--- config.mk ---
export PLATFORM = sky130hd
export DESIGN_NAME = cei_addr_decode_pipe_flat
export DESIGN_NICKNAME = d
export VERILOG_FILES = /design/src/rtl/cei_addr_decode_pipe_if.sv /design/src/rtl/cei_addr_decode_pipe.sv /design/src/flat_wrapper.sv
export SDC_FILE = /design/constraint.sdc
export NUM_CORES = 1
export LEC_CHECK = 0
export ABC_AREA = 1
export CORE_AREA = 5 5 184 275
export CTS_BUF_LIST = sky130_fd_sc_hd__clkbuf_2 sky130_fd_sc_hd__clkbuf_4 sky130_fd_sc_hd__clkbuf_8
export DETAILED_ROUTE_END_ITERATION = 7
export DIE_AREA = 0 0 189 280
export GPL_TIMING_DRIVEN = 0
export PLACE_DENSITY = 0.84
export SLEW_MARGIN = 20
export SYNTH_ARGS = -nofsm -noshare
export SYNTH_HDL_FRONTEND = slang
export SYNTH_SLANG_ARGS = --single-unit
--- constraint.sdc ---
create_clock -name clk_i -period 3.8 [get_ports clk_i]
set_clock_uncertainty 0.1 [all_clocks]
set_input_delay 0.95 -clock clk_i [delete_from_list [all_inputs] [get_ports clk_i]]
set_output_delay 0.95 -clock clk_i [all_outputs]
set_load 0.05 [all_outputs]
--- src/rtl/cei_addr_decode_pipe_if.sv ---
// rtl/cei_addr_decode_pipe_if.sv - request/decode handshake bundle for the address decoder
interface cei_addr_decode_pipe_if #(
  parameter int ADDR_WIDTH = 32,
  parameter int IDX_WIDTH  = 3
);
  logic                  req_valid_i;
  logic                  req_ready_o;
  logic [ADDR_WIDTH-1:0] req_addr_i;
  logic                  dec_valid_o;
  logic                  dec_ready_i;
  logic [ADDR_WIDTH-1:0] dec_addr_o;
  logic [IDX_WIDTH-1:0]  dec_idx_o;
  logic                  dec_miss_o;
  logic                  dec_multi_o;

  // Decoder side: consumes requests, produces decode results.
  modport slave (
    input  req_valid_i, req_addr_i, dec_ready_i,
    output req_ready_o, dec_valid_o, dec_addr_o, dec_idx_o, dec_miss_o, dec_multi_o
  );

  // Crossbar side: issues requests, consumes decode results.
  modport master (
    output req_valid_i, req_addr_i, dec_ready_i,
    input  req_ready_o, dec_valid_o, dec_addr_o, dec_idx_o, dec_miss_o, dec_multi_o
  );
endinterface

--- src/rtl/cei_addr_decode_pipe.sv ---
// rtl/cei_addr_decode_pipe.sv - programmable rule-table address decoder with one registered stage
module cei_addr_decode_pipe #(
  parameter int NUM_RULES   = 6,
  parameter int ADDR_WIDTH  = 32,
  parameter int IDX_WIDTH   = 3,
  parameter int DEFAULT_IDX = 0,
  localparam int RULE_SEL_W = (NUM_RULES > 1) ? $clog2(NUM_RULES) : 1
) (
  input  logic                  clk_i,
  input  logic                  rst_i,
  input  logic                  cfg_we_i,
  input  logic [RULE_SEL_W-1:0] cfg_rule_i,
  input  logic [1:0]            cfg_field_i,
  input  logic [ADDR_WIDTH-1:0] cfg_wdata_i,
  output logic                  cfg_err_o,
  output logic                  lock_o,
  output logic [15:0]           miss_count_o,
  cei_addr_decode_pipe_if.slave bus
);

  localparam logic [RULE_SEL_W:0] NUM_RULES_W = (RULE_SEL_W+1)'(NUM_RULES);

  logic [ADDR_WIDTH-1:0] rule_start [NUM_RULES];
  logic [ADDR_WIDTH-1:0] rule_end   [NUM_RULES];
  logic [IDX_WIDTH-1:0]  rule_idx   [NUM_RULES];
  logic                  rule_en    [NUM_RULES];

  logic                 cfg_rule_ok;
  logic                 cfg_wr_ok;
  logic                 dec_hit;
  logic                 dec_multi;
  logic [IDX_WIDTH-1:0] dec_idx;
  logic                 accept;

  // A write is rejected if it targets a missing slot or the table is locked.
  assign cfg_rule_ok = ({1'b0, cfg_rule_i} < NUM_RULES_W);
  assign cfg_wr_ok   = cfg_we_i && cfg_rule_ok && !lock_o;

  // Rule table, lock flag and registered reject pulse.
  always_ff @(posedge clk_i) begin
    if (rst_i) begin
      for (int r = 0; r < NUM_RULES; r++) begin
        rule_start[r] <= '0;
        rule_end[r]   <= '0;
        rule_idx[r]   <= '0;
        rule_en[r]    <= 1'b0;
      end
      lock_o    <= 1'b0;
      cfg_err_o <= 1'b0;
    end else begin
      cfg_err_o <= cfg_we_i && (lock_o || !cfg_rule_ok);
      if (cfg_wr_ok) begin
        for (int r = 0; r < NUM_RULES; r++) begin
          if (cfg_rule_i == RULE_SEL_W'(r)) begin
            case (cfg_field_i)
              2'd0: rule_start[r] <= cfg_wdata_i;
              2'd1: rule_end[r]   <= cfg_wdata_i;
              2'd2: begin
                rule_en[r]  <= cfg_wdata_i[IDX_WIDTH];
                rule_idx[r] <= cfg_wdata_i[IDX_WIDTH-1:0];
              end
              default: if (cfg_wdata_i[0]) lock_o <= 1'b1;
            endcase
          end
        end
      end
    end
  end

  // Match the incoming address against every rule; lowest-numbered hit wins.
  always_comb begin
    dec_hit   = 1'b0;
    dec_multi = 1'b0;
    dec_idx   = IDX_WIDTH'(DEFAULT_IDX);
    for (int r = 0; r < NUM_RULES; r++) begin
      if (rule_en[r] && (bus.req_addr_i >= rule_start[r]) && (bus.req_addr_i < rule_end[r])) begin
        if (dec_hit) begin
          dec_multi = 1'b1;
        end else begin
          dec_hit = 1'b1;
          dec_idx = rule_idx[r];
        end
      end
    end
  end

  assign bus.req_ready_o = !bus.dec_valid_o || bus.dec_ready_i;
  assign accept          = bus.req_valid_i && bus.req_ready_o;

  // Output stage: capture on handshake, drop when consumed, count accepted misses.
  always_ff @(posedge clk_i) begin
    if (rst_i) begin
      bus.dec_valid_o <= 1'b0;
      bus.dec_addr_o  <= '0;
      bus.dec_idx_o   <= '0;
      bus.dec_miss_o  <= 1'b0;
      bus.dec_multi_o <= 1'b0;
      miss_count_o    <= '0;
    end else if (accept) begin
      bus.dec_valid_o <= 1'b1;
      bus.dec_addr_o  <= bus.req_addr_i;
      bus.dec_idx_o   <= dec_idx;
      bus.dec_miss_o  <= !dec_hit;
      bus.dec_multi_o <= dec_multi;
      if (!dec_hit && (miss_count_o != 16'hFFFF)) begin
        miss_count_o <= miss_count_o + 16'd1;
      end
    end else if (bus.dec_ready_i) begin
      bus.dec_valid_o <= 1'b0;
    end
  end

endmodule

--- src/flat_wrapper.sv ---
// flat-port wrapper written by rule: the top's interface ports become plain ports
module cei_addr_decode_pipe_flat 
#(
  parameter int NUM_RULES   = 6,
  parameter int ADDR_WIDTH  = 32,
  parameter int IDX_WIDTH   = 3,
  parameter int DEFAULT_IDX = 0,
  localparam int RULE_SEL_W = (NUM_RULES > 1) ? $clog2(NUM_RULES) : 1
)
  (clk_i, rst_i, cfg_we_i, cfg_rule_i, cfg_field_i, cfg_wdata_i, cfg_err_o, lock_o, miss_count_o, bus_req_valid_i, bus_req_addr_i, bus_dec_ready_i, bus_req_ready_o, bus_dec_valid_o, bus_dec_addr_o, bus_dec_idx_o, bus_dec_miss_o, bus_dec_multi_o);
  cei_addr_decode_pipe_if #(.ADDR_WIDTH(ADDR_WIDTH), .IDX_WIDTH(IDX_WIDTH)) bus_i ();
  input  logic clk_i;
  input  logic rst_i;
  input  logic cfg_we_i;
  input  logic [RULE_SEL_W-1:0] cfg_rule_i;
  input  logic [1:0] cfg_field_i;
  input  logic [ADDR_WIDTH-1:0] cfg_wdata_i;
  output logic cfg_err_o;
  output logic lock_o;
  output logic [15:0] miss_count_o;
  input wire logic [$bits(bus_i.req_valid_i)-1:0] bus_req_valid_i;
  input wire logic [$bits(bus_i.req_addr_i)-1:0] bus_req_addr_i;
  input wire logic [$bits(bus_i.dec_ready_i)-1:0] bus_dec_ready_i;
  output wire logic [$bits(bus_i.req_ready_o)-1:0] bus_req_ready_o;
  output wire logic [$bits(bus_i.dec_valid_o)-1:0] bus_dec_valid_o;
  output wire logic [$bits(bus_i.dec_addr_o)-1:0] bus_dec_addr_o;
  output wire logic [$bits(bus_i.dec_idx_o)-1:0] bus_dec_idx_o;
  output wire logic [$bits(bus_i.dec_miss_o)-1:0] bus_dec_miss_o;
  output wire logic [$bits(bus_i.dec_multi_o)-1:0] bus_dec_multi_o;
  assign bus_i.req_valid_i = bus_req_valid_i;
  assign bus_i.req_addr_i = bus_req_addr_i;
  assign bus_i.dec_ready_i = bus_dec_ready_i;
  assign bus_req_ready_o = bus_i.req_ready_o;
  assign bus_dec_valid_o = bus_i.dec_valid_o;
  assign bus_dec_addr_o = bus_i.dec_addr_o;
  assign bus_dec_idx_o = bus_i.dec_idx_o;
  assign bus_dec_miss_o = bus_i.dec_miss_o;
  assign bus_dec_multi_o = bus_i.dec_multi_o;
  cei_addr_decode_pipe #(.NUM_RULES(NUM_RULES), .ADDR_WIDTH(ADDR_WIDTH), .IDX_WIDTH(IDX_WIDTH), .DEFAULT_IDX(DEFAULT_IDX)) u_core (.clk_i(clk_i), .rst_i(rst_i), .cfg_we_i(cfg_we_i), .cfg_rule_i(cfg_rule_i), .cfg_field_i(cfg_field_i), .cfg_wdata_i(cfg_wdata_i), .cfg_err_o(cfg_err_o), .lock_o(lock_o), .miss_count_o(miss_count_o), .bus(bus_i));
endmodule
Word level (Yosys, flattened, before mapping)
Memory sizes are Yosys's and may differ from the RTL's.
Index checks and enable logic that the tools add are counted.
{"block": "word_totals", "inputBits": 74, "regBits": 56, "mem_bits_rw": 408, "mem_count": 4, "word_cells": 236}
{"block": "op_classes", "n_addsub": 1, "n_eq_ne": 8, "reduce_logical": 28, "bitwise_logic": 24, "muxes": 150, "magnitude_cmp": 13}
{"name": "u_core.rule_end", "words": 6, "width": 32, "rd": 6, "rd_clocked_by_memory_dff": 0, "wr": 6, "line": "cei_addr_decode_pipe.sv:24", "source": "logic [ADDR_WIDTH-1:0] rule_end [NUM_RULES];"}
{"name": "u_core.rule_start", "words": 6, "width": 32, "rd": 6, "rd_clocked_by_memory_dff": 0, "wr": 6, "line": "cei_addr_decode_pipe.sv:23", "source": "logic [ADDR_WIDTH-1:0] rule_start [NUM_RULES];"}
{"name": "u_core.rule_idx", "words": 6, "width": 3, "rd": 6, "rd_clocked_by_memory_dff": 0, "wr": 6, "line": "cei_addr_decode_pipe.sv:25", "source": "logic [IDX_WIDTH-1:0] rule_idx [NUM_RULES];"}
{"name": "u_core.rule_en", "words": 6, "width": 1, "rd": 6, "rd_clocked_by_memory_dff": 0, "wr": 6, "line": "cei_addr_decode_pipe.sv:26", "source": "logic rule_en [NUM_RULES];"}
{"operator": "32-bit 2-to-1 mux", "n": 12}
{"operator": "32-bit >= comparator", "n": 6}
{"operator": "32-bit less-than comparator", "n": 6}
{"operator": "1-bit 2-to-1 mux", "n": 121}
{"operator": "3-bit 2-to-1 mux", "n": 17}
{"operator": "1-bit bitwise OR", "n": 24}
{"operator": "1-bit logical AND", "n": 17}
{"operator": "16-bit by 1-bit adder with 16-bit output (second input constant)", "n": 1}
{"operator": "16-bit != test (second input constant)", "n": 1}
{"operator": "3-bit by 2-bit equality test with 1-bit output (second input constant)", "n": 2}
{"operator": "3-bit equality test (second input constant)", "n": 2}
{"operator": "1-bit logical NOT", "n": 4}
{"operator": "3-bit by 1-bit equality test with 1-bit output (second input constant)", "n": 1}
{"operator": "3-bit logical NOT", "n": 1}
{"operator": "3-bit less-than comparator (second input constant)", "n": 1}
{"operator": "3-bit OR reduction", "n": 1}
{"operator": "2-bit by 1-bit equality test with 1-bit output (second input constant)", "n": 1}
{"operator": "2-bit equality test (second input constant)", "n": 1}
{"operator": "2-bit logical NOT", "n": 1}
{"operator": "1-bit logical OR", "n": 2}
{"operator": "2-bit AND reduction", "n": 1}
{"operator": "2-bit nonzero test", "n": 1}

Logic depth before layout (Yosys ltp)
Gate-level depths: netlist of run 1.
{"block": "logic_depth", "ltp_word": 21, "ltp_mapped": 21, "mapped_depth_nobuf": 21}

Worst setup path after synthesis of run 1
OpenSTA, ideal clock, no wires.
{"block": "synth_timing", "path_kind": "input to register", "start": "in rst_i", "end": "mem u_core.rule_end[0][0], enable pin", "required_time_ns": 3.222, "stages": 5, "n_path_buf": 3, "arrival_time_ns": 2.366, "slack_ns": 0.856, "setup_ns": 0.478, "cell_sequence": "clkbuf_1 > inv_1 > clkbuf_1 > clkbuf_1 > nand2_1"}
{"item": "start: declaration", "line": "flat_wrapper.sv:13", "source": "input logic rst_i;"}
{"item": "end: declaration", "line": "cei_addr_decode_pipe.sv:24"}

Worst setup path in the final report of run 1
{"block": "layout_timing", "start": "in bus_req_addr_i[20]", "end": "reg u_core.miss_count_o[9]"}
{"block": "layout_between", "elab_chain_len": 12}
{"item": "start: declaration", "line": "flat_wrapper.sv:22", "source": "input wire logic [$bits(bus_i.req_addr_i)-1:0] bus_req_addr_i;"}
{"item": "32-bit >= comparator", "line": "cei_addr_decode_pipe.sv:76", "source": "if (rule_en[r] && (bus.req_addr_i >= rule_start[r]) && (bus.req_addr_i < rule_end[r])) begin"}
{"item": "1-bit logical AND (2 in a row)", "line": "cei_addr_decode_pipe.sv:76"}
{"item": "1-bit 2-to-1 mux (5 in a row)", "line": "cei_addr_decode_pipe.sv:76"}
{"item": "1-bit 2-to-1 mux *", "line": "cei_addr_decode_pipe.sv:76"}
{"item": "1-bit logical NOT *", "line": "cei_addr_decode_pipe.sv:105", "source": "if (!dec_hit && (miss_count_o != 16'hFFFF)) begin"}
{"item": "1-bit logical AND *", "line": "cei_addr_decode_pipe.sv:105"}
{"item": "2-bit AND reduction (no source line) *"}
{"item": "end signal: assignment", "line": "cei_addr_decode_pipe.sv:106", "source": "miss_count_o <= miss_count_o + 16'd1;"}
{"item": "end: declaration", "line": "cei_addr_decode_pipe.sv:17", "source": "output logic [15:0] miss_count_o,"}
Mark *: on every way between the ends. The rest lies on a longest branch, timed or not.
A chain may end at the register's enable or synchronous reset.

==> flow_summary.html, run 1 <==
<table>
<tr><th>Metric</th><th>Value</th></tr>
<tr><th colspan="2">Run status</th></tr>
<tr><td>Outcome</td><td>complete, but fails checks</td></tr>
<tr><td>Violations in the final reports</td><td>DRC</td></tr>
<tr><th colspan="2">CTS</th></tr>
<tr><td>CTS tree</td><td>done</td></tr>
<tr><td>Worst-path clk slew</td><td>approximately 0.060 ns</td></tr>
<tr><td>Clock root buffer</td><td>clkbuf_8</td></tr>
<tr><td>Later-pin clock latency in the skew report</td><td>between 0.6 and 0.7 ns</td></tr>
<tr><td>Number of sinks handled by clock tree synthesis</td><td>464</td></tr>
<tr><td>CTS Hold Bufs</td><td>0</td></tr>
<tr><td>H-tree level count</td><td>3</td></tr>
<tr><td>Maximum buffer depth of the clock tree</td><td>3</td></tr>
<tr><td>TritonCTS Buffers</td><td>71</td></tr>
<tr><th colspan="2">Layout</th></tr>
<tr><td>Number of nets in the finished design</td><td>~3600</td></tr>
<tr><td>Sequential standard cell area</td><td>around 13000 um^2</td></tr>
<tr><td>Fraction of layout cells with a size suffix above 1</td><td>under 10%</td></tr>
<tr><td>Filler Cells Inserted</td><td>between 3000 and 4000</td></tr>
<tr><td>Area of combinational cells with multiple inputs</td><td>11500 um^2</td></tr>
<tr><td>P&amp;R area growth vs syn</td><td>14.2%</td></tr>
<tr><td>Final design instance area without fill</td><td>30900 um^2</td></tr>
<tr><th colspan="2">Timing</th></tr>
<tr><td>Unrepaired setup endpoints after global routing</td><td>false</td></tr>
<tr><td>Slew of the pin with the lowest slew margin</td><td>about 0.93 ns</td></tr>
<tr><td>Final worst path period share</td><td>a little over nine tenths</td></tr>
<tr><td>Final setup violation count</td><td>0</td></tr>
<tr><td>Setup ws final</td><td>approximately 0.067 ns</td></tr>
<tr><td>Minimum period implied by the final worst setup slack</td><td>3.73 ns</td></tr>
<tr><td>Max Fclk</td><td>268 MHz</td></tr>
<tr><td>Fin Setup TNS</td><td>0 ns</td></tr>
<tr><td>Slew HR</td><td>38.2%</td></tr>
<tr><td>Number of pins with negative max-slew slack in the final report</td><td>0</td></tr>
<tr><td>Hold violation total from the final report</td><td>0</td></tr>
<tr><th colspan="2">Placement</th></tr>
<tr><td>Routability congestion estimate from global placement</td><td>approximately 0.95</td></tr>
<tr><td>Setup WS pre-CTS</td><td>-1.50 ns</td></tr>
<tr><td>Buffers on Ports</td><td>129</td></tr>
<tr><td>Cell area reported after detailed placement</td><td>29500 um^2</td></tr>
<tr><td>Half-perimeter wire length of the detailed placement result</td><td>56000 um</td></tr>
<tr><th colspan="2">Synthesis</th></tr>
<tr><td>Cell type with the largest total area after synthesis</td><td>edfxtp_1</td></tr>
<tr><td>Simple-gate share of the synthesized area</td><td>17.7%</td></tr>
<tr><td>Leading post-synthesis cells by cell area</td><td>edfxtp_1 45%, ha_1 18%, nor2_1 7.9%</td></tr>
<tr><td>Mux cell area share after synthesis</td><td>0%</td></tr>
<tr><td>Ranking of synthesized cells by instance count</td><td>570 x nor2_1, 505 x inv_1, 408 x edfxtp_1</td></tr>
<tr><td>Cell area after synthesis</td><td>about 27000 um^2</td></tr>
<tr><td>Fraction of registers with async set or reset after synthesis</td><td>0%</td></tr>
<tr><td>Mapped Avg Cell Area</td><td>~9.3 um^2</td></tr>
<tr><td>Compound-Gate Fraction of Synth Area</td><td>6.46%</td></tr>
<tr><td>Adder and majority cell fraction of the synthesized area</td><td>17.5%</td></tr>
<tr><td>Nets in the synthesized netlist</td><td>around 3400</td></tr>
<tr><td>Count of synthesis-stage warnings from yosys</td><td>0</td></tr>
<tr><td>Library cells used by synthesis</td><td>46</td></tr>
<tr><td>Proportion of netlist area held by the largest area contributor</td><td>45.3%</td></tr>
<tr><td>Cell with the most instances after synthesis</td><td>nor2_1</td></tr>
<tr><td>Register area share after synthesis</td><td>49.4%</td></tr>
<tr><td>Xor/xnor cell area share of the yosys netlist</td><td>0.421%</td></tr>
<tr><td>Most instantiated flip-flop cell in the synthesis netlist</td><td>edfxtp_1</td></tr>
<tr><td>Flops &amp; latches, synth</td><td>464</td></tr>
<tr><td>Post-synthesis instance total</td><td>2918</td></tr>
<tr><td>Dominant combinational cell family by area after synthesis</td><td>simple AND/OR/NAND/NOR gates</td></tr>
<tr><td>Post-synth EDFFs</td><td>between 400 and 500</td></tr>
<tr><th colspan="2">Route</th></tr>
<tr><td>Via density per instance</td><td>5.73</td></tr>
<tr><td>Aggregate routed wire length</td><td>77900 um</td></tr>
<tr><td>Initial DRC count</td><td>around 2100</td></tr>
<tr><td>Count of vias placed by the detailed router</td><td>21800</td></tr>
<tr><td>Routed Antenna Nets</td><td>0</td></tr>
<tr><td>Iteration count of the initial detailed-routing pass</td><td>8</td></tr>
<tr><td># DRC</td><td>2</td></tr>
<tr><td>Drt wl/cell</td><td>20.5 um</td></tr>
<tr><th colspan="2">Die</th></tr>
<tr><td>Core footprint</td><td>about 48000 um^2</td></tr>
<tr><td>Full die area</td><td>52900 um^2</td></tr>
<tr><td>Width of the chip</td><td>189 um</td></tr>
<tr><td>IO Pins</td><td>131</td></tr>
<tr><td>Starting density of the core</td><td>roughly 56%</td></tr>
<tr><td>Site row count</td><td>99</td></tr>
<tr><td>Height of the chip</td><td>approximately 280 um</td></tr>
<tr><th colspan="2">Worst setup path</th></tr>
<tr><td>Worst r2r src</td><td>u_core.rule_end[0][127]$_SDFFCE_PN0P_</td></tr>
<tr><td>Largest delay share family, worst path</td><td>simple AND/OR/NAND/NOR gates</td></tr>
<tr><td>Startpoint types</td><td>input port</td></tr>
<tr><td>Critical path cell sequence</td><td>dlygate4sd2_1 -&gt; ha_1 -&gt; nand2_1 -&gt; nor2_1 -&gt; nand2_1 -&gt; nand3_1 -&gt; a21oi_1 -&gt; nand3_1 -&gt; nand3_1 -&gt; nand3_4 -&gt; nor3_1 -&gt; nand3_2 -&gt; buf_4 -&gt; nand2_1 -&gt; a21oi_2</td></tr>
<tr><td>Max stage delay cell, worst path</td><td>dlygate4sd2_1</td></tr>
<tr><td>Critical path required time</td><td>4.20 ns</td></tr>
<tr><td>Worst-case reg-to-reg path depth</td><td>15</td></tr>
<tr><td>Endpoint kind of the worst setup timing path</td><td>register</td></tr>
<tr><td>Slowest stage delay, CP</td><td>0.68 ns</td></tr>
<tr><td>Category of the most critical setup path</td><td>input port to register</td></tr>
<tr><td>Endpoint of the lowest-slack register-to-register path</td><td>u_core.miss_count_o[9]$_SDFFE_PP0P_</td></tr>
<tr><td>Highest fanout seen on the critical path</td><td>13</td></tr>
<tr><td>Worst reg-to-reg setup slack</td><td>0.59 ns</td></tr>
<tr><td>Data arrival time of the worst path</td><td>between 4 and 5 ns</td></tr>
<tr><td>Buffers plus inverters on the worst setup path</td><td>2</td></tr>
<tr><th colspan="2">Worst hold path</th></tr>
<tr><td>End of the worst hold path</td><td>u_core.bus.dec_addr_o[9]$_SDFFE_PP0P_</td></tr>
<tr><td>Worst min-delay path category</td><td>register to register</td></tr>
<tr><td>Beginning of the worst hold path</td><td>u_core.bus.dec_addr_o[9]$_SDFFE_PP0P_</td></tr>
<tr><td>Number of cells traversed by the worst hold path</td><td>2</td></tr>
<tr><th colspan="2">Global route</th></tr>
<tr><td>Wire length of the first global-routing pass</td><td>117000 um</td></tr>
<tr><td>Number of antenna violations at the first check in global routing</td><td>1</td></tr>
<tr><td>Vias in the first global route</td><td>22000</td></tr>
<tr><td>GRT Residual Overflow</td><td>0</td></tr>
<tr><td>Largest net degree at the start of global routing</td><td>25</td></tr>
<tr><td>Total Routing Usage GR</td><td>28.9%</td></tr>
<tr><th colspan="2">Power</th></tr>
<tr><td>Leakage</td><td>0.0144 uW</td></tr>
<tr><td>Maximum resistive drop on vdd</td><td>0.000251 V</td></tr>
<tr><td>PD cells</td><td>396 nW/um^2</td></tr>
<tr><th colspan="2">Run</th></tr>
<tr><td>Max-Cap Viols</td><td>0</td></tr>
</table>
-- state kept, by name (all words and copies together) (netlist names) --
name                    flops
u_core.rule_idx            18
u_core.rule_start         192
u_core.lock_o               1
u_core.bus.dec_idx_o        3
u_core.rule_en              6
u_core.bus.dec_valid_o      1
u_core.bus.dec_multi_o      1
u_core.miss_count_o        16
u_core.cfg_err_o            1
u_core.rule_end           192
u_core.bus.dec_miss_o       1
u_core.bus.dec_addr_o      32
-- how the worst max path moves through the flow --
| stage | start | end | slack [ns] | cells past startpoint |
|---|---|---|---|---|
| floorplan | rst_i | u_core.rule_end[0][0]$_SDFFCE_PN0P_ | 0.86 | 5 |
| global placement | bus_req_addr_i[31] | u_core.miss_count_o[7]$_SDFFE_PP0P_ | -1.38 | 14 |
| detailed placement | bus_req_addr_i[31] | u_core.miss_count_o[14]$_SDFFE_PP0P_ | -1.50 | 14 |
| CTS | bus_req_addr_i[9] | u_core.miss_count_o[14]$_SDFFE_PP0P_ | 0.09 | 17 |
| global route | bus_req_addr_i[31] | u_core.miss_count_o[7]$_SDFFE_PP0P_ | 0.01 | 13 |
| finish | bus_req_addr_i[20] | u_core.miss_count_o[9]$_SDFFE_PP0P_ | 0.07 | 15 |
-- power breakdown --
group	internal [uW]	total (uW)	leakage, uW	switching (uW)
Sequential	5810	5900	0.00435	90.7
Combinational	648	1960	0.00932	1310
Clock	2310	4380	0.000767	2070
Total	8770	12200	0.0144	3470
-- final cells by class --
type | count | share of cell area, %
antenna | 1 | 0.00810
buffer | 91 | 1.18
clock buffer | 100 | 3.97
clock inverter | 29 | 0.733
inverter | 512 | 6.22
multi-input combinational | 1851 | 37.1
sequential | 464 | 43.3
tap | 606 | 2.45
timing repair buffer | 143 | 5.06
-- layout by cell type, fill, tap and decap left out, types with 76 or more instances in the layout --
cell,n
a21oi_1,195
nor2_1,570
ha_1,379
clkbuf_1,86
nand3_1,81
o21ai_0,87
nand2_1,377
inv_1,505
clkdlybuf4s50_1,98
edfxtp_1,408
clkbuf_8,76
-- layer usage --
| layer | share of wire [%] | up-vias | global-route usage [%] |
|---|---|---|---|
| li1 | - | 10000 | - |
| met1 | 32 | 10200 | 29.8 |
| met2 | 49 | 1136 | 51.0 |
| met3 | 8.3 | 396 | 4.71 |
| met4 | 10 | 0 | 24.8 |
| met5 | 0 | - | 0 |
-- per-stage QoR --
stage	total power (uW)	hold slack [ns]	util, %	cells
global route	12700	0.402	64.1	3797
floorplan	7160	0.504	-	2918
global placement	7780	0.357	60.4	3653
finish	12200	0.379	64.1	3797
CTS	12200	0.387	64.2	3796
detailed placement	7920	0.372	61.1	3666
-- worst min-delay path: stages (launching register included) --
cell and delay (ns):
dfxtp_1 0.32, nor2_1 0.04, nor2_1 0.08
-- kinds of logic (layout without fill, tap and decap cells) --
family                   Yosys count  in the layout
adder cells (fa/ha/maj)          379            379
buffers and inverters            603            875
XOR/XNOR                          13             13
AO/OA/AOI/OAI                    327            327
other                              0              1
flip-flops                       464            464
AND/OR/NAND/NOR                 1132           1132
-- what timing repair did --
action / 4_1_cts / 5_1_grt
buffers inserted: 1 / 0
pin swaps: 1 / 0
endpoints found under the hold margin: 0 / 0
cloned: 0 / 0
resized for setup: 60 / 28
setup endpoints to repair: 21 / 11
(Power assumes the default switching activity.)
==> run 2: changes to the inputs <==
--- a/config.mk
+++ b/config.mk
@@ -8,11 +8,12 @@
 export ABC_AREA = 1
 export CORE_AREA = 5 5 184 275
 export CTS_BUF_LIST = sky130_fd_sc_hd__clkbuf_2 sky130_fd_sc_hd__clkbuf_4 sky130_fd_sc_hd__clkbuf_8
+export CTS_CLUSTER_SIZE = 14
 export DETAILED_ROUTE_END_ITERATION = 7
 export DIE_AREA = 0 0 189 280
 export GPL_TIMING_DRIVEN = 0
 export PLACE_DENSITY = 0.84
-export SLEW_MARGIN = 20
+export RECOVER_POWER = 50
 export SYNTH_ARGS = -nofsm -noshare
 export SYNTH_HDL_FRONTEND = slang
 export SYNTH_SLANG_ARGS = --single-unit
==> flow_summary.html, run 2 (same netlist as run 1, synthesis figures left out) <==
<table>
<tr><th>Metric</th><th>Value</th></tr>
<tr><th colspan="2">Global route</th></tr>
<tr><td>Total Routing Usage GR</td><td>28.5% (-0.49 points)</td></tr>
<tr><td>Largest net degree at the start of global routing</td><td>33 (+32%)</td></tr>
<tr><td>Wire length of the first global-routing pass</td><td>114000 um (-2.2%)</td></tr>
<tr><td>Number of antenna violations at the first check in global routing</td><td>5 (+4)</td></tr>
<tr><td>Vias in the first global route</td><td>21400 (-2.7%)</td></tr>
<tr><td>GRT Residual Overflow</td><td>0 (unchanged)</td></tr>
<tr><th colspan="2">Route</th></tr>
<tr><td>Via density per instance</td><td>5.70 (-0.51%)</td></tr>
<tr><td>Routed Antenna Nets</td><td>0 (unchanged)</td></tr>
<tr><td>Iteration count of the initial detailed-routing pass</td><td>8 (unchanged)</td></tr>
<tr><td>Drt wl/cell</td><td>20.2 um (-1.7%)</td></tr>
<tr><td>Aggregate routed wire length</td><td>76300 um (-2.0%)</td></tr>
<tr><td>Initial DRC count</td><td>2108 (+0.67%)</td></tr>
<tr><td># DRC</td><td>0 (-2)</td></tr>
<tr><td>Count of vias placed by the detailed router</td><td>21600 (-0.74%)</td></tr>
<tr><th colspan="2">Die</th></tr>
<tr><td>Height of the chip</td><td>280 um (unchanged)</td></tr>
<tr><td>IO Pins</td><td>131 (unchanged)</td></tr>
<tr><td>Site row count</td><td>99 (unchanged)</td></tr>
<tr><td>Full die area</td><td>52900 um^2 (unchanged)</td></tr>
<tr><td>Width of the chip</td><td>189 um (unchanged)</td></tr>
<tr><td>Starting density of the core</td><td>56.2% (unchanged)</td></tr>
<tr><td>Core footprint</td><td>48200 um^2 (unchanged)</td></tr>
<tr><th colspan="2">Layout</th></tr>
<tr><td>Leading cell type in the layout, fill and taps excluded</td><td>nor2_1</td></tr>
<tr><td>Commonest non-fill, non-tap cells in the layout</td><td>570 x nor2_1, 505 x inv_1, 408 x edfxtp_1</td></tr>
<tr><td>Filler Cells Inserted</td><td>3734 (+3.3%)</td></tr>
<tr><td>Fraction of layout cells with a size suffix above 1</td><td>6.54% (-0.32 points)</td></tr>
<tr><td>Post-route core utilization</td><td>63.6% (-0.55 points)</td></tr>
<tr><td>Number of nets in the finished design</td><td>3576 (-0.31%)</td></tr>
<tr><td>Largest registers</td><td>u_core.rule_end x192, u_core.rule_start x192, u_core.bus.dec_addr_o x32</td></tr>
<tr><td>P&amp;R area growth vs syn</td><td>13.2%</td></tr>
<tr><th colspan="2">Timing</th></tr>
<tr><td>Slew of the pin with the lowest slew margin</td><td>1.23 ns (+0.305 ns)</td></tr>
<tr><td>Final worst path period share</td><td>98.4% (+0.12 points)</td></tr>
<tr><td>Max Fclk</td><td>268 MHz (-0.12%)</td></tr>
<tr><td>Number of pins with negative max-slew slack in the final report</td><td>0 (unchanged)</td></tr>
<tr><td>Setup ws final</td><td>0.0622 ns (-0.00463 ns)</td></tr>
<tr><td>Slew HR</td><td>17.9% (-20 points)</td></tr>
<tr><td>Minimum period implied by the final worst setup slack</td><td>3.74 ns (+0.00463 ns)</td></tr>
<tr><td>Unrepaired setup endpoints after global routing</td><td>false</td></tr>
<tr><td>Final setup violation count</td><td>0 (unchanged)</td></tr>
<tr><td>Hold violation total from the final report</td><td>0 (unchanged)</td></tr>
<tr><th colspan="2">Worst setup path</th></tr>
<tr><td>Endpoint kind of the worst setup timing path</td><td>register</td></tr>
<tr><td>Startpoint types</td><td>input port</td></tr>
<tr><td>Data arrival time of the worst path</td><td>4.14 ns (about the same)</td></tr>
<tr><td>Endpoint of the lowest-slack register-to-register path</td><td>u_core.miss_count_o[7]$_SDFFE_PP0P_</td></tr>
<tr><td>Critical path required time</td><td>4.21 ns (about the same)</td></tr>
<tr><td>Worst Setup SP</td><td>bus_req_addr_i[29]</td></tr>
<tr><td>Highest fanout seen on the critical path</td><td>13 (unchanged)</td></tr>
<tr><td>Worst r2r src</td><td>u_core.rule_end[0][189]$_SDFFCE_PN0P_</td></tr>
<tr><td>Category of the most critical setup path</td><td>input port to register</td></tr>
<tr><td>Worst-case reg-to-reg path depth</td><td>14 (-1)</td></tr>
<tr><td>Worst reg-to-reg setup slack</td><td>0.57 ns (-0.02 ns)</td></tr>
<tr><th colspan="2">Placement</th></tr>
<tr><td>Half-perimeter wire length of the detailed placement result</td><td>54000 um (-3.5%)</td></tr>
<tr><td>Routability congestion estimate from global placement</td><td>0.952 (unchanged)</td></tr>
<tr><td>Setup WS pre-CTS</td><td>-1.48 ns (+0.0240 ns)</td></tr>
<tr><td>Buffers on Ports</td><td>129 (unchanged)</td></tr>
<tr><th colspan="2">Power</th></tr>
<tr><td>Pint</td><td>8740 uW (-0.28%)</td></tr>
<tr><td>Net switching power</td><td>3440 uW (-0.75%)</td></tr>
<tr><td>Combinational fraction of design power</td><td>15.6% (-0.4 points)</td></tr>
<tr><td>PD cells</td><td>398 nW/um^2 (+0.45%)</td></tr>
<tr><td>Clock network power share</td><td>36.0% (+0.2 points)</td></tr>
<tr><td>Switching share of total power</td><td>28.3% (-0.097 points)</td></tr>
<tr><td>Seq pwr share</td><td>48.4% (+0.2 points)</td></tr>
<tr><td>Maximum resistive drop on vdd</td><td>0.000273 V (+8.9%)</td></tr>
<tr><td>Leakage</td><td>0.0145 uW (+0.23%)</td></tr>
<tr><th colspan="2">CTS</th></tr>
<tr><td>Later-pin clock latency in the skew report</td><td>0.66 ns (about the same)</td></tr>
<tr><td>H-tree level count</td><td>3 (unchanged)</td></tr>
<tr><td>Number of sinks handled by clock tree synthesis</td><td>464 (unchanged)</td></tr>
<tr><td>Worst-path clk slew</td><td>0.07 ns (about the same)</td></tr>
<tr><td>TritonCTS Buffers</td><td>71 (unchanged)</td></tr>
<tr><td>Clock root buffer</td><td>clkbuf_8</td></tr>
<tr><td>CTS tree</td><td>done</td></tr>
<tr><td>Maximum buffer depth of the clock tree</td><td>3 (unchanged)</td></tr>
<tr><td>CTS Hold Bufs</td><td>0 (unchanged)</td></tr>
<tr><th colspan="2">Worst hold path</th></tr>
<tr><td>End of the worst hold path</td><td>u_core.bus.dec_addr_o[9]$_SDFFE_PP0P_</td></tr>
<tr><td>Beginning of the worst hold path</td><td>u_core.bus.dec_addr_o[9]$_SDFFE_PP0P_</td></tr>
<tr><td>Number of cells traversed by the worst hold path</td><td>2 (unchanged)</td></tr>
<tr><td>Worst min-delay path category</td><td>register to register</td></tr>
<tr><th colspan="2">Run</th></tr>
<tr><td>Max-Cap Viols</td><td>0 (unchanged)</td></tr>
<tr><th colspan="2">Run status</th></tr>
<tr><td>Outcome</td><td>completed</td></tr>
</table>
## run 2: how the worst max path moves through the flow
| stage | end | cells past startpoint |
|---|---|---|
| floorplan | u_core.rule_end[0][0]$_SDFFCE_PN0P_ | 5 |
| global placement | u_core.miss_count_o[7]$_SDFFE_PP0P_ | 14 |
| detailed placement | u_core.miss_count_o[14]$_SDFFE_PP0P_ | 14 |
| CTS | u_core.miss_count_o[14]$_SDFFE_PP0P_ | 16 |
| global route | u_core.miss_count_o[9]$_SDFFE_PP0P_ | 17 |
| finish | u_core.miss_count_o[7]$_SDFFE_PP0P_ | 14 |
## run 2: repair_timing
action / 4_1_cts / 5_1_grt
setup endpoints to repair: 21 / 17
pin swaps: 1 / 0
buffers inserted: 1 / 0
resized for setup: 56 / 37
## run 2: worst max-delay path: stages
cell	delay [ns]
clkdlybuf4s15_2	0.43
ha_1	0.45
nand2_1	0.06
nor2_1	0.14
nand4_1	0.35
nor4_1	0.46
nand2_1	0.21
nand3_1	0.24
nand2_1	0.21
inv_1	0.11
nand3_2	0.16
buf_4	0.23
nand2_1	0.08
a21oi_2	0.05
## run 2: power by group through the flow
stage	logic (uW)	registers (uW)	clock network (uW)
2_1_floorplan	1050	6110	0
3_3_place_gp	1780	6000	0
3_5_place_dp	1880	6010	0
4_1_cts	1890	5900	4370
5_1_grt	2110	5920	4590
6_report	1900	5900	4380
## run 2: through the flow
step / setup TNS [ns] / hold WS [ns] / instances / instance area [um^2] / total power [uW]
floorplan: 0 / 0.504 / 2918 / 27100 / 7160
global placement: -241.52 / 0.357 / 3653 / 29100 / 7780
detailed placement: -50.35 / 0.370 / 3655 / 29200 / 7890
CTS: 0 / 0.385 / 3784 / 30700 / 12200
global route: 0 / 0.405 / 3787 / 30600 / 12600
finish: 0 / 0.374 / 3788 / 30600 / 12200
## run 2: routing by layer
layer / vias to the layer above / global-route usage, % / wire (um)
met4: 2 / 23.3 / 7190
met3: 394 / 5.24 / 6460
li1: 10000 / - / -
met5: - / 0 / 20
met1: 10100 / 29.3 / 24600
met2: 1101 / 50.2 / 38100
## run 2: layout make-up
class                           count  area [um^2]  area share [%]
Tap cell                          606          758            2.47
Clock inverter                     32          264           0.862
Multi-Input combinational cell   1851        11500            37.4
Timing Repair Buffer              132         1290            4.20
Clock buffer                       96         1190            3.88
Buffer                             91          365            1.19
Inverter                          512         1920            6.27
Antenna cell                        4         10.0          0.0327
Sequential cell                   464        13400            43.6
==> RTL edit: new RTL, settings of run 1 <==
`IDX_WIDTH` is set to 3 in 3 places; all go to 5.
--- a/src/rtl/cei_addr_decode_pipe_if.sv
+++ b/src/rtl/cei_addr_decode_pipe_if.sv
@@ -1,7 +1,7 @@
 // rtl/cei_addr_decode_pipe_if.sv - request/decode handshake bundle for the address decoder
 interface cei_addr_decode_pipe_if #(
   parameter int ADDR_WIDTH = 32,
-  parameter int IDX_WIDTH  = 3
+  parameter int IDX_WIDTH  = 5
 );
   logic                  req_valid_i;
   logic                  req_ready_o;
--- a/src/rtl/cei_addr_decode_pipe.sv
+++ b/src/rtl/cei_addr_decode_pipe.sv
@@ -2,7 +2,7 @@
 module cei_addr_decode_pipe #(
   parameter int NUM_RULES   = 6,
   parameter int ADDR_WIDTH  = 32,
-  parameter int IDX_WIDTH   = 3,
+  parameter int IDX_WIDTH   = 5,
   parameter int DEFAULT_IDX = 0,
   localparam int RULE_SEL_W = (NUM_RULES > 1) ? $clog2(NUM_RULES) : 1
 ) (
--- a/src/flat_wrapper.sv
+++ b/src/flat_wrapper.sv
@@ -3,7 +3,7 @@
 #(
   parameter int NUM_RULES   = 6,
   parameter int ADDR_WIDTH  = 32,
-  parameter int IDX_WIDTH   = 3,
+  parameter int IDX_WIDTH   = 5,
   parameter int DEFAULT_IDX = 0,
   localparam int RULE_SEL_W = (NUM_RULES > 1) ? $clog2(NUM_RULES) : 1
 )
Ports: changed (resized bus_dec_idx_o); port bits go from 131 to 133. The function was not compared with the original's and may differ.
==> RTL edit against run 1 <==
Worst setup slack better by 59 ps. Via count up 1.8%. Design area is 1.8% higher. Sequential cell count increased by 14. Power rose by 1.7%. Routed wire length shrank 0.71%. Count of clock-buffer cells in the layout increased by 5. Synthesized area is 1.9% higher. Largest power group unchanged.
==> RTL edit: results <==
run_status:
  status: "complete, no violations"
layout:
  nNonClkBuffers: 235
  nFillCells: 3572
  seq_share_pct: 43.79
  nets: 3688
  drive_gt1_share_pct: 6.022
  multi_input_gates: 1904
  multi_input_area_um2: 11510
  clkCellAreaFrac_pct: 4.606
  seq_cells: 478
  buffer_area_share_pct: 6.141
  n_all_inverters: 542
  clkbuf_count: 105
yosys:
  synth_top_area_share_pct: 45.76
  syn_nets: 3469
  synth_fa_ha_area_share_pct: 17.20
  ys_types: 44
  synth_area_leaders: "edfxtp_1, ha_1, nor2_1"
  synth_xor_area_share_pct: 0.3177
  ys_warn_count: 0
  seq_area_frac_synth_pct: 49.97
  synth_compound_area_share_pct: 6.355
sta:
  whs_ps: 370.8
  relSlewSlack_pct: 30.49
place:
  dp_hpwl_mm: 55.80
  port-buffer-count: 131
  gp_congestion: 0.9570
  placed_area_um2: 29990
detailed_routing:
  viasPerCell: 5.691
  first_iter_violations: 1864
  avgRoutedWirePerCell_um: 19.85
  drt-pass1-iter-count: 6
power:
  peakVddDrop_mv: 0.2454
  power_frac_clock_pct: 35.1
  p_switching_mw: 3.516
  powerSeq_mw: 6.08
  power_mw: 12.45
  p_leak_nw: 14.78
global_route:
  grt_use_met3_pct: 4.867
  grt_use_total_pct: 28.82
  grt_pass1_vias: 22085
  grt_pass1_wl_mm: 116.4
  grtUsageMet2_pct: 51.21
critical_path:
  crit_slowest_cell: "ha_1"
  arrival_ps: 4100
  worst_setup_path_startpoint: "bus_req_addr_i[25]"
  ff2ff_path_depth: 17
min_path:
  whs_endpoint: "u_core.bus.dec_idx_o[3]$_SDFFE_PP0P_"
  hold_start: "u_core.bus.dec_idx_o[3]$_SDFFE_PP0P_"
  hp-class: "reg -> reg"
  holdPathStages: 2
clock_tree:
  htree_levels: 3
  cts_buffers: 74
  post_cts_buffers: 0
==> RTL edit: changes by cell type after synthesis, sizes merged, moves of 12 or more <==
cell | before | now
nand3 | 93 | 77
inv | 508 | 534
nor2 | 575 | 606
edfxtp | 408 | 420
nand2 | 392 | 429
==> RTL edit: metrics by stage <==
stage,cells,util (%)
final,3895,65.28
after global routing,3895,65.28
after CTS,3894,65.28
after detailed placement,3765,62.24
after global placement,3753,61.50
after floorplan,3016,-
==> RTL edit: layer usage <==
layer	share of wire (%)	wire, um
met1	33	25180
met5	0	0
met2	50	38490
met4	9.0	6968
met3	8.6	6671
==> RTL edit: kinds of logic after synthesis <==
family | count (synthesis)
compound gates | 330
xor+xnor | 10
fa+ha+maj | 379
buf+inv | 634
flops | 478
simple gates | 1185
==> RTL edit: repair_timing <==
action	in CTS	in global routing
cloned	0	0
setup endpoints to repair	23	48
gates resized for setup	66	30
hold endpoints to repair	0	0
